**config.mk**
```make
export PLATFORM = sky130hd
export DESIGN_NAME = keypad_emulator
export DESIGN_NICKNAME = d
export VERILOG_FILES = /design/src/rtl/keypad_emulator.sv
export SDC_FILE = /design/constraint.sdc
export NUM_CORES = 1
export LEC_CHECK = 0
export ABC_AREA = 1
export ABC_CLOCK_PERIOD_IN_PS = 2300
export BUFFER_PORTS_ARGS = -buffer_cell sky130_fd_sc_hd__clkbuf_2
export CORE_AREA = 2 2 82 84
export CTS_CLUSTER_DIAMETER = 120
export DETAILED_ROUTE_END_ITERATION = 6
export DIE_AREA = 0 0 84 86
export GPL_ROUTABILITY_DRIVEN = 0
export PLACE_DENSITY = 0.59
export RECOVER_POWER = 100
export SLEW_MARGIN = 10
export SYNTH_ARGS = -nofsm -noshare
export SYNTH_HDL_FRONTEND = slang
export SYNTH_SLANG_ARGS = --single-unit
```
**constraint.sdc**
```tcl
create_clock -name clk -period 2.3 [get_ports clk]
set_clock_uncertainty 0.15 [all_clocks]
set_input_delay 0 -clock clk [delete_from_list [all_inputs] [get_ports clk]]
set_output_delay 0 -clock clk [all_outputs]
set_load 0.03 [all_outputs]
```
**src/rtl/keypad_emulator.sv**
```systemverilog
// Responder side of a 4x4 matrix keypad: drives rows back to a column scanner,
// modelling one key press at a time with contact bounce, hold and release gap.
module keypad_emulator #(
    parameter int unsigned HOLD_CYCLES   = 4800000,
    parameter int unsigned BOUNCE_PERIOD = 48000,
    parameter int unsigned BOUNCE_SEGS   = 4,
    parameter int unsigned GAP_CYCLES    = 2400000
) (
    input  logic       clk,
    input  logic       reset,
    input  logic [3:0] col,
    output logic [3:0] row,
    input  logic       cmd_valid,
    input  logic [3:0] cmd_key,
    output logic       cmd_ready,
    output logic       busy,
    output logic       contact,
    output logic       done
);

    localparam int unsigned MAX_HG = (HOLD_CYCLES > GAP_CYCLES) ?
                                     HOLD_CYCLES : GAP_CYCLES;
    localparam int unsigned MAX_C  = (MAX_HG > BOUNCE_PERIOD) ?
                                     MAX_HG : BOUNCE_PERIOD;
    localparam int unsigned CW     = $clog2(MAX_C + 1);
    localparam int unsigned SW     = (BOUNCE_SEGS > 1) ?
                                     $clog2(BOUNCE_SEGS) : 1;

    localparam logic [CW-1:0] HOLD_LD  = CW'(HOLD_CYCLES - 1);
    localparam logic [CW-1:0] GAP_LD   = CW'(GAP_CYCLES - 1);
    localparam logic [CW-1:0] BP_LD    = CW'(BOUNCE_PERIOD - 1);
    localparam logic [SW-1:0] SEG_LAST = SW'(BOUNCE_SEGS - 1);
    localparam bit            NO_BOUNCE = (BOUNCE_SEGS == 0);

    typedef enum logic [2:0] {
        IDLE,
        PRESS_BOUNCE,
        HOLD,
        REL_BOUNCE,
        GAP
    } state_t;

    state_t        state;
    logic [CW-1:0] cnt;
    logic [SW-1:0] seg;
    logic [3:0]    key_reg;
    logic [1:0]    r_key;
    logic [1:0]    c_key;
    logic          cnt_zero;
    logic          last_seg;

    assign cnt_zero  = (cnt == '0);
    assign last_seg  = (seg == SEG_LAST);
    assign cmd_ready = (state == IDLE);
    assign busy      = ~cmd_ready;

    always_ff @(posedge clk) begin
        if (reset) begin
            state   <= IDLE;
            cnt     <= '0;
            seg     <= '0;
            key_reg <= 4'h0;
            contact <= 1'b0;
            done    <= 1'b0;
        end else begin
            done <= 1'b0;
            unique case (state)
                IDLE: begin
                    if (cmd_valid) begin
                        key_reg <= cmd_key;
                        contact <= 1'b1;
                        seg     <= '0;
                        if (NO_BOUNCE) begin
                            state <= HOLD;
                            cnt   <= HOLD_LD;
                        end else begin
                            state <= PRESS_BOUNCE;
                            cnt   <= BP_LD;
                        end
                    end
                end
                PRESS_BOUNCE: begin
                    if (!cnt_zero) begin
                        cnt <= cnt - 1'b1;
                    end else if (last_seg) begin
                        state   <= HOLD;
                        cnt     <= HOLD_LD;
                        seg     <= '0;
                        contact <= 1'b1;
                    end else begin
                        cnt     <= BP_LD;
                        seg     <= seg + 1'b1;
                        contact <= ~contact;
                    end
                end
                HOLD: begin
                    if (!cnt_zero) begin
                        cnt <= cnt - 1'b1;
                    end else if (NO_BOUNCE) begin
                        state   <= GAP;
                        cnt     <= GAP_LD;
                        contact <= 1'b0;
                    end else begin
                        state   <= REL_BOUNCE;
                        cnt     <= BP_LD;
                        seg     <= '0;
                        contact <= 1'b0;
                    end
                end
                REL_BOUNCE: begin
                    if (!cnt_zero) begin
                        cnt <= cnt - 1'b1;
                    end else if (last_seg) begin
                        state   <= GAP;
                        cnt     <= GAP_LD;
                        seg     <= '0;
                        contact <= 1'b0;
                    end else begin
                        cnt     <= BP_LD;
                        seg     <= seg + 1'b1;
                        contact <= ~contact;
                    end
                end
                GAP: begin
                    if (!cnt_zero) begin
                        cnt <= cnt - 1'b1;
                    end else begin
                        state <= IDLE;
                        done  <= 1'b1;
                    end
                end
                default: begin
                    state   <= IDLE;
                    contact <= 1'b0;
                end
            endcase
        end
    end

    // Physical layout: r0 "123A", r1 "456B", r2 "789C", r3 "E0FD", c0 leftmost.
    always_comb begin
        r_key = 2'd0;
        c_key = 2'd0;
        unique case (key_reg)
            4'h1: begin r_key = 2'd0; c_key = 2'd0; end
            4'h2: begin r_key = 2'd0; c_key = 2'd1; end
            4'h3: begin r_key = 2'd0; c_key = 2'd2; end
            4'hA: begin r_key = 2'd0; c_key = 2'd3; end
            4'h4: begin r_key = 2'd1; c_key = 2'd0; end
            4'h5: begin r_key = 2'd1; c_key = 2'd1; end
            4'h6: begin r_key = 2'd1; c_key = 2'd2; end
            4'hB: begin r_key = 2'd1; c_key = 2'd3; end
            4'h7: begin r_key = 2'd2; c_key = 2'd0; end
            4'h8: begin r_key = 2'd2; c_key = 2'd1; end
            4'h9: begin r_key = 2'd2; c_key = 2'd2; end
            4'hC: begin r_key = 2'd2; c_key = 2'd3; end
            4'hE: begin r_key = 2'd3; c_key = 2'd0; end
            4'h0: begin r_key = 2'd3; c_key = 2'd1; end
            4'hF: begin r_key = 2'd3; c_key = 2'd2; end
            4'hD: begin r_key = 2'd3; c_key = 2'd3; end
            default: begin r_key = 2'd0; c_key = 2'd0; end
        endcase
    end

    always_comb begin
        row        = 4'hF;
        row[r_key] = ~(contact & ~col[c_key]);
    end

endmodule

```
# --- Word-level counts from Yosys, hierarchy flattened ---
# Memories as Yosys holds them, arrays and structs flattened. A register that Yosys moved wholly into a read port is not among the register bits.
# Index checks and enable logic that the tools add are counted.
totals:
  reg_bits: 34
  romBits: 64
  inputBits: 11
  output_inout_bits: 8
  word_cells: 81
  n_memories: 1
op_classes:
  addsub: 2
  order_cmp: 3
  eq_ne: 14
  muxes: 35
  bitwise_logic: 8
  n_reduce_logical: 12
mem_list:
  columns: ["name", "depth", "width", "rd", "rd_clocked_by_memory_dff", "wr", "line", "text"]
  rows:
  - ["(name not given)", 16, 4, 1, 1, 0, "144", "unique case (key_reg)"]
op_table:
  columns: ["operator", "count"]
  rows:
  - ["$mux W23", 6]
  - ["$pmux W23 S5", 1]
  - ["$logic_not A23 Y1", 1]
  - ["$sub A23 B1 Y23 const B", 1]
  - ["$mux W22", 1]
  - ["$mux W3", 7]
  - ["$ne A2 B2 Y1 const B", 8]
  - ["$pmux W3 S5", 1]
  - ["$mux W1", 9]
  - ["$mux W2", 4]
  - ["$mux W4", 2]
  - ["$reduce_and A7 Y1", 1]
  - ["$eq A3 B2 Y1 const B", 2]
  - ["$lt A2 B3 Y1 const B", 2]
  - ["$pmux W2 S3", 1]
  - ["$not A1 Y1", 5]
  - ["$pmux W1 S5", 1]
  - ["$reduce_and A5 Y1", 1]
  - ["$reduce_bool A5 Y1", 1]
  - ["$not A4 Y4", 1]
  - ["$or A4 B4 Y4", 1]
  - ["$reduce_and A4 Y1", 1]
  - ["$reduce_or A2 Y1", 2]
  - ["$eq A3 B1 Y1 const B", 1]
  - ["13 further kinds", 13]

# --- Logic depth before layout (Yosys ltp) ---
# Gate-level depths: netlist of run 1.
logic_depth:
  ltp_word: 6
  depth_mapped: 13
  ltp_nobuf: 13

# --- Worst setup path after synthesis of run 1 ---
# Ideal clock, no wire load.
synth_path:
  path_type: "reg-to-reg"
  from: "register state[0]"
  to: "register, netlist name r_key[1]"
  setup_ns: 0.109
  t_arrival_ns: 1.471
  required_ns: 2.041
  path_slack_ns: 0.570
  stages_incl_launch_ff: 13
  n_path_buf: 0
  period_less_slack_ns: 1.730
  cell_sequence: "dfxtp_1 > nor2_2 > inv_2 > nor2_4 > nand2_2 > nand2_1 > inv_1 > nor2_1 > nand2_1 > a21oi_1 > nand2_1 > nand2_1 > inv_1"
synth_between:
  elab_chain_cells: 4
synth_rtl:
  columns: ["item", "line", "text"]
  rows:
  - ["start: declaration", "43", "state_t state;"]
  - ["start signal: assignment", "59", "state <= IDLE;"]
  - ["start signal: assignment", "74", "state <= HOLD;"]
  - ["start signal: assignment", "77", "state <= PRESS_BOUNCE;"]
  - ["$logic_not A3 Y1", null, null]
  - ["net cmd_ready", "15", "output logic cmd_ready,"]
  - ["$reduce_and A2 Y1 (no line)", null, null]
  - ["$mux W4 (no line) (2 in a row)", null, null]
# The timed path passes the listed nets, and every way through them passes these cells.
# A chain may end at the register's enable or synchronous reset.

# --- Worst setup path after layout of run 1 ---
layout_path:
  from: "register cnt[0]"
  to: "register cnt[3]"
layout_between:
  elab_chain_cells: 3
  elab_cells_between_ends: 9
  classes_between: "1 x add/sub; 1 x eq/ne; 5 x mux; 2 x reduce/logical"
layout_rtl:
  columns: ["item", "line", "text"]
  rows:
  - ["start: declaration", "44", "logic [CW-1:0] cnt;"]
  - ["start signal: assignment", "84", "cnt <= cnt - 1'b1;"]
  - ["start signal: assignment", "98", "cnt <= cnt - 1'b1;"]
  - ["start signal: assignment", "112", "cnt <= cnt - 1'b1;"]
  - ["$sub A23 B1 Y23 / $logic_not A23 Y1 (equally long branches)", null, null]
  - ["$mux W23, or another cell as far along", "125", "if (!cnt_zero) begin"]
  - ["$pmux W23 S5 / $reduce_and A3 Y1 (equally long branches)", null, null]
# Several ways; a longest one is shown, not always the timed one. The select of a mux whose other input is x is not followed.

==> out/results.tsv, run 1 <==
metric	value	unit
grt_overflow_total	0	
synthXorXnorAreaFrac	1.41	%
synth-compound-area-share	12.5	%
cpPeakStageDelay	0.37	ns
io_pins	19	
final_util	43.9	%
maxCapViolations	0	
routed_wl	6350	um
synth_cell_types	33	
synth_edf_count	0	
synthAdderAreaFrac	1.51	%
num_rows	29	
drc_errors	0	
finalPower	3.75	mW
first_pass_iters	4	
cts_root_buffer	clkbuf_8	
crit_buf_inv	2	
area_growth	10.9	%
synth_area_per_cell	6.13	um^2
syn_area	0.00249	mm^2
fin_crit	2.05	ns
initial_core_util	39.6	%
die_area	0.00722	mm^2
grt.total_usage	18.2	%
synth_nets	420	
io_buffers	18	
cts_buffers	5	
path_clk_slew	0.08	ns
min_path_type	primary input to flip-flop	
crit_required	2.33	ns
ir_worst_vdd	578	uV
start_kind	flip-flop	
status	completed	
cp_cell_sequence	inv_1, ha_1, nand2_1, nor2_1, nand3_2, nand2_2, nand2_4, inv_2, o21ai_0, a21oi_1	
async_flop_share	0	%
slew_violations	0	
layout.nets	443	
clock.fmax	0.488	GHz
rsz0062_at_grt	false	
path_delay_family	simple AND/OR/NAND/NOR gates	
cts_tree	done	
coreArea	0.00628	mm^2
ys_seq_area_share	30.6	%
final_area	0.00276	mm^2
ctsLongestPathBuffers	2	
worstSetupPathType	flip-flop to flip-flop	
final_hold_viol_count	0	
place_area	0.00264	mm^2
cp_data_arrival_time	2.08	ns
synth_top_family_by_area	simple AND/OR/NAND/NOR gates	
max_slew_margin	63.3	%
wire_per_inst	12.5	um
layout_commonest_cell	nand2_1	
ant_nets	0	
largest_register_ffs	23	
timing.final.crit_share	89.0	%
end_kind	flip-flop	
first_global_vias	2251	
vias_per_cell	5.00	
worst-slew-pin-transition	0.546	ns
insertion_delay	0.30	ns
h-tree-depth	2	
antenna_found_initial	0	
synth_simple_gate_area_share	43.1	%
synth_flop_cell	dfxtp_1	
die_x	84	um
final_cell_mix	126 x nand2_1, 59 x nor2_1, 54 x inv_1	
clkSinkCount	38	
muxShareOfSynthArea	0.402	%
fillers	682	
p_per_area	1360	mW/mm^2
critPathMaxFanout	32	
syn_inst	406	
grt_pass1_wl	10600	um
cts_setup_buffers	0	
drive_gt1_share	9.07	%
setup_viol	0	
leakage	1.38	nW
place_hpwl	4790	um
grt_start_max_net_pins	33	
yosysWarnings	0	
die_h	86	um
num_vias	2537	
cp_slowest_cell	dfxtp_1	
final.setup.tns	0	ns
drt_iter0_drc	165	
insertedDiodeCount	0	
synth_seq_cells	38	
==> metrics by stage <==
stage          setup WS (ns)  hold slack, ns  cells
2_1_floorplan          0.570          0.0782    406
3_3_place_gp           0.340           0.196    496
3_5_place_dp           0.286           0.195    496
4_1_cts                0.265         0.00190    507
5_1_grt               0.0898           0.104    507
6_report               0.252          0.0307    507
==> cells in the mapped netlist (4+ instances only) <==
cell     number  area (um^2)
a21oi_1      27          135
dfxtp_1      38          761
inv_1        50          188
inv_2         5         18.8
nand2_1     124          465
nand2_2       4         25.0
nand3_1      23          115
nand4_1       4         25.0
nor2_1       56          210
nor2_2        7         43.8
nor3_1        6         30.0
o21ai_0      15         75.1
o21ai_1       8         40.0
==> power breakdown <==
group / total [mW] / internal (mW) / switching [mW]
combinational: 2.09 / 0.625 / 1.47
sequential: 1.07 / 0.863 / 0.210
clock: 0.589 / 0.323 / 0.266
total: 3.75 / 1.81 / 1.94
==> logic make-up after synthesis <==
kind of cell               count (synthesis)
and+or+nand+nor                          239
buffers and inverters                     63
AOI/OAI and AO/OA                         58
DFF                                       38
xor gates and xnor gates                   4
adders and majority gates                  3
muxes                                      1
==> cell type report <==
type | instances | area (um^2) | share of cell area, %
flip-flops and latches | 38 | 761 | 27.6
well taps | 77 | 96.3 | 3.49
inverters | 55 | 206 | 7.49
clock inverters | 3 | 45.0 | 1.63
multi-input cells | 305 | 1450 | 52.5
clock buffers | 5 | 68.8 | 2.50
repair buffers | 24 | 133 | 4.81
==> repair_timing <==
item	in CTS	in global routing
endpoints found under the hold margin	19	0
hold buffers	3	0
gates resized for setup	0	0
==> path summary, 6_finish.rpt <==
path	from	to	slack, ns	cells past startpoint
hold / removal	cmd_key[1]	key_reg[1]$_SDFFE_PP0P_	0.03	5
hold reg to reg	seg[1]$_SDFFE_PP0P_	seg[1]$_SDFFE_PP0P_	0.33	2
setup / recovery	cnt[0]$_SDFFE_PP0P_	cnt[3]$_SDFFE_PP0P_	0.25	10
setup reg to reg	cnt[0]$_SDFFE_PP0P_	cnt[3]$_SDFFE_PP0P_	0.25	10
==> per-layer routing <==
layer | GRT usage (%) | vias to the layer above | part of all wire [%]
met4 | 6.30 | 0 | 2.2
met1 | 22.5 | 1141 | 47
li1 | - | 1324 | -
met3 | 2.89 | 11 | 4.1
met2 | 32.1 | 61 | 47
met5 | 0 | - | 0
==> worst reg2reg max path: cells and delay by family (launching register included) <==
kind / cells / cell delay (ns)
flip-flops: 1 / 0.37
AO/OA/AOI/OAI: 2 / 0.27
buffers and inverters: 2 / 0.25
AND/OR/NAND/NOR: 5 / 0.66
adder cells (fa/ha/maj): 1 / 0.22
(Power assumes the default switching activity.)
==> inputs of run 2 (changes only) <==
- PLACE_DENSITY: 0.59 -> 0.65
==> out/results.tsv, run 2 (synthesized netlist as in run 1, its figures left out) <==
metric	value	unit	change
r2r_start	cnt[0]$_SDFFE_PP0P_		
vias_per_cell	4.98		-0.47%
cts_buffers	5		unchanged
ant_nets	0		unchanged
drt_iter0_drc	156		-5.5%
clkSinkCount	38		unchanged
power_frac_clock	15.7	%	about the same
p_per_area	1360	mW/mm^2	about the same
timing.final.crit_share	87.9	%	-1.2 points
crit_required	2.32	ns	about the same
insertion_delay	0.29	ns	about the same
clock.fmax	0.495	GHz	+1.3%
first_pass_iters	5		+1
max_slew_margin	66.1	%	+2.8 points
rsz0062_at_grt	false		
min_from	cmd_key[0]		
h-tree-depth	2		unchanged
switching_share	50.8	%	-0.99 points
ir_worst_vdd	575	uV	-0.39%
place_hpwl	4720	um	-1.3%
fin_crit	2.02	ns	-0.0269 ns
num_rows	29		unchanged
p_sw	1.89	mW	-2.5%
io_buffers	18		unchanged
combinationalPowerShare	55.8	%	about the same
path_clk_slew	0.07	ns	about the same
cp_data_arrival_time	2.04	ns	-0.04 ns
grt.total_usage	18.5	%	+0.32 points
power_frac_seq	28.5	%	about the same
final_util	43.7	%	-0.22 points
end_kind	flip-flop		
layout.nets	442		-0.23%
status	completed		
setup_viol	0		unchanged
die_h	86	um	unchanged
routed_wl	6230	um	-1.9%
critPathMaxFanout	32		unchanged
area_growth	10.3	%	
largest_register_ffs	23		unchanged
layout_commonest_cell	nand2_1		
wire_per_inst	12.3	um	-1.5%
drive_gt1_share	8.88	%	-0.19 points
first_global_vias	2431		+8.0%
slew_violations	0		unchanged
grt_overflow_total	0		unchanged
final_hold_viol_count	0		unchanged
initial_core_util	39.6	%	unchanged
ctsLongestPathBuffers	2		unchanged
final.setup.tns	0	ns	unchanged
min_path_type	primary input to flip-flop		
cp-startpoint	cnt[0]$_SDFFE_PP0P_		
die_area	0.00722	mm^2	unchanged
cts_tree	done		
grt_start_max_net_pins	33		unchanged
final_cell_mix	125 x nand2_1, 58 x nor2_1, 53 x inv_1		
drc_errors	0		unchanged
coreArea	0.00628	mm^2	unchanged
p_int	1.84	mW	+1.5%
insertedDiodeCount	0		unchanged
antenna_found_initial	0		unchanged
die_x	84	um	unchanged
leakage	1.38	nW	about the same
cts_root_buffer	clkbuf_8		
maxCapViolations	0		unchanged
num_vias	2515		-0.87%
grt_pass1_wl	10800	um	+1.2%
start_kind	flip-flop		
io_pins	19		unchanged
worstSetupPathType	flip-flop to flip-flop		
worst-slew-pin-transition	0.508	ns	-0.0378 ns
## run 2: power by group through the flow
stage	Sequential [mW]	Clock (mW)	Combinational (mW)
after detailed placement	1.08	0	2.11
after floorplan	1.05	0	1.75
after global routing	1.10	0.632	2.39
final	1.07	0.584	2.08
after global placement	1.08	0	2.10
after CTS	1.07	0.601	2.13
## run 2: critical path: stages (launching register included)
cell and delay, ns:
dfxtp_1 0.36, inv_1 0.07, ha_1 0.22, nand2_1 0.09, nor2_1 0.06, nand3_2 0.12
nand2_2 0.09, nand2_4 0.29, inv_2 0.17, o21ai_0 0.19, a21oi_1 0.08
## run 2: per-stage QoR
step	hold WS [ns]	area [um^2]	cells	setup slack (ns)	power, mW
2_1_floorplan	0.0782	2490	406	0.570	2.79
3_5_place_dp	0.186	2630	495	0.299	3.20
4_1_cts	0.0434	2780	505	0.286	3.80
5_1_grt	0.130	2740	505	0.0515	4.12
6_report	0.0571	2740	505	0.279	3.73
3_3_place_gp	0.192	2630	495	0.347	3.17
## run 2: final cells by class
class / instances / area (um^2)
multi-input combinational: 305 / 1440
clock buffer: 6 / 82.6
sequential: 38 / 761
clock inverter: 1 / 30.0
inverter: 55 / 206
fill: 665 / 3530
tap: 77 / 96.3
timing repair buffer: 23 / 125
## run 2: final timing paths
| path | endpoint | cells after the start | slack [ns] |
|---|---|---|---|
| max | cnt[3]$_SDFFE_PP0P_ | 10 | 0.28 |
| min | key_reg[0]$_SDFFE_PP0P_ | 5 | 0.06 |
| max reg2reg | cnt[3]$_SDFFE_PP0P_ | 10 | 0.28 |
| min reg2reg | seg[1]$_SDFFE_PP0P_ | 2 | 0.32 |
## run 2: timing repair
action                                 CTS  global route
setup buffers                            0             0
endpoints found under the hold margin   19             0
resized for setup                        0             0
hold buffers                             3             0
## run 2: routing by layer
layer | track usage, % | up-vias | routed length (um)
met5 | 0 | - | 0
met4 | 9.38 | 0 | 236
met3 | 3.66 | 19 | 275
met2 | 31.9 | 64 | 2890
met1 | 22.0 | 1108 | 2830
li1 | - | 1324 | -
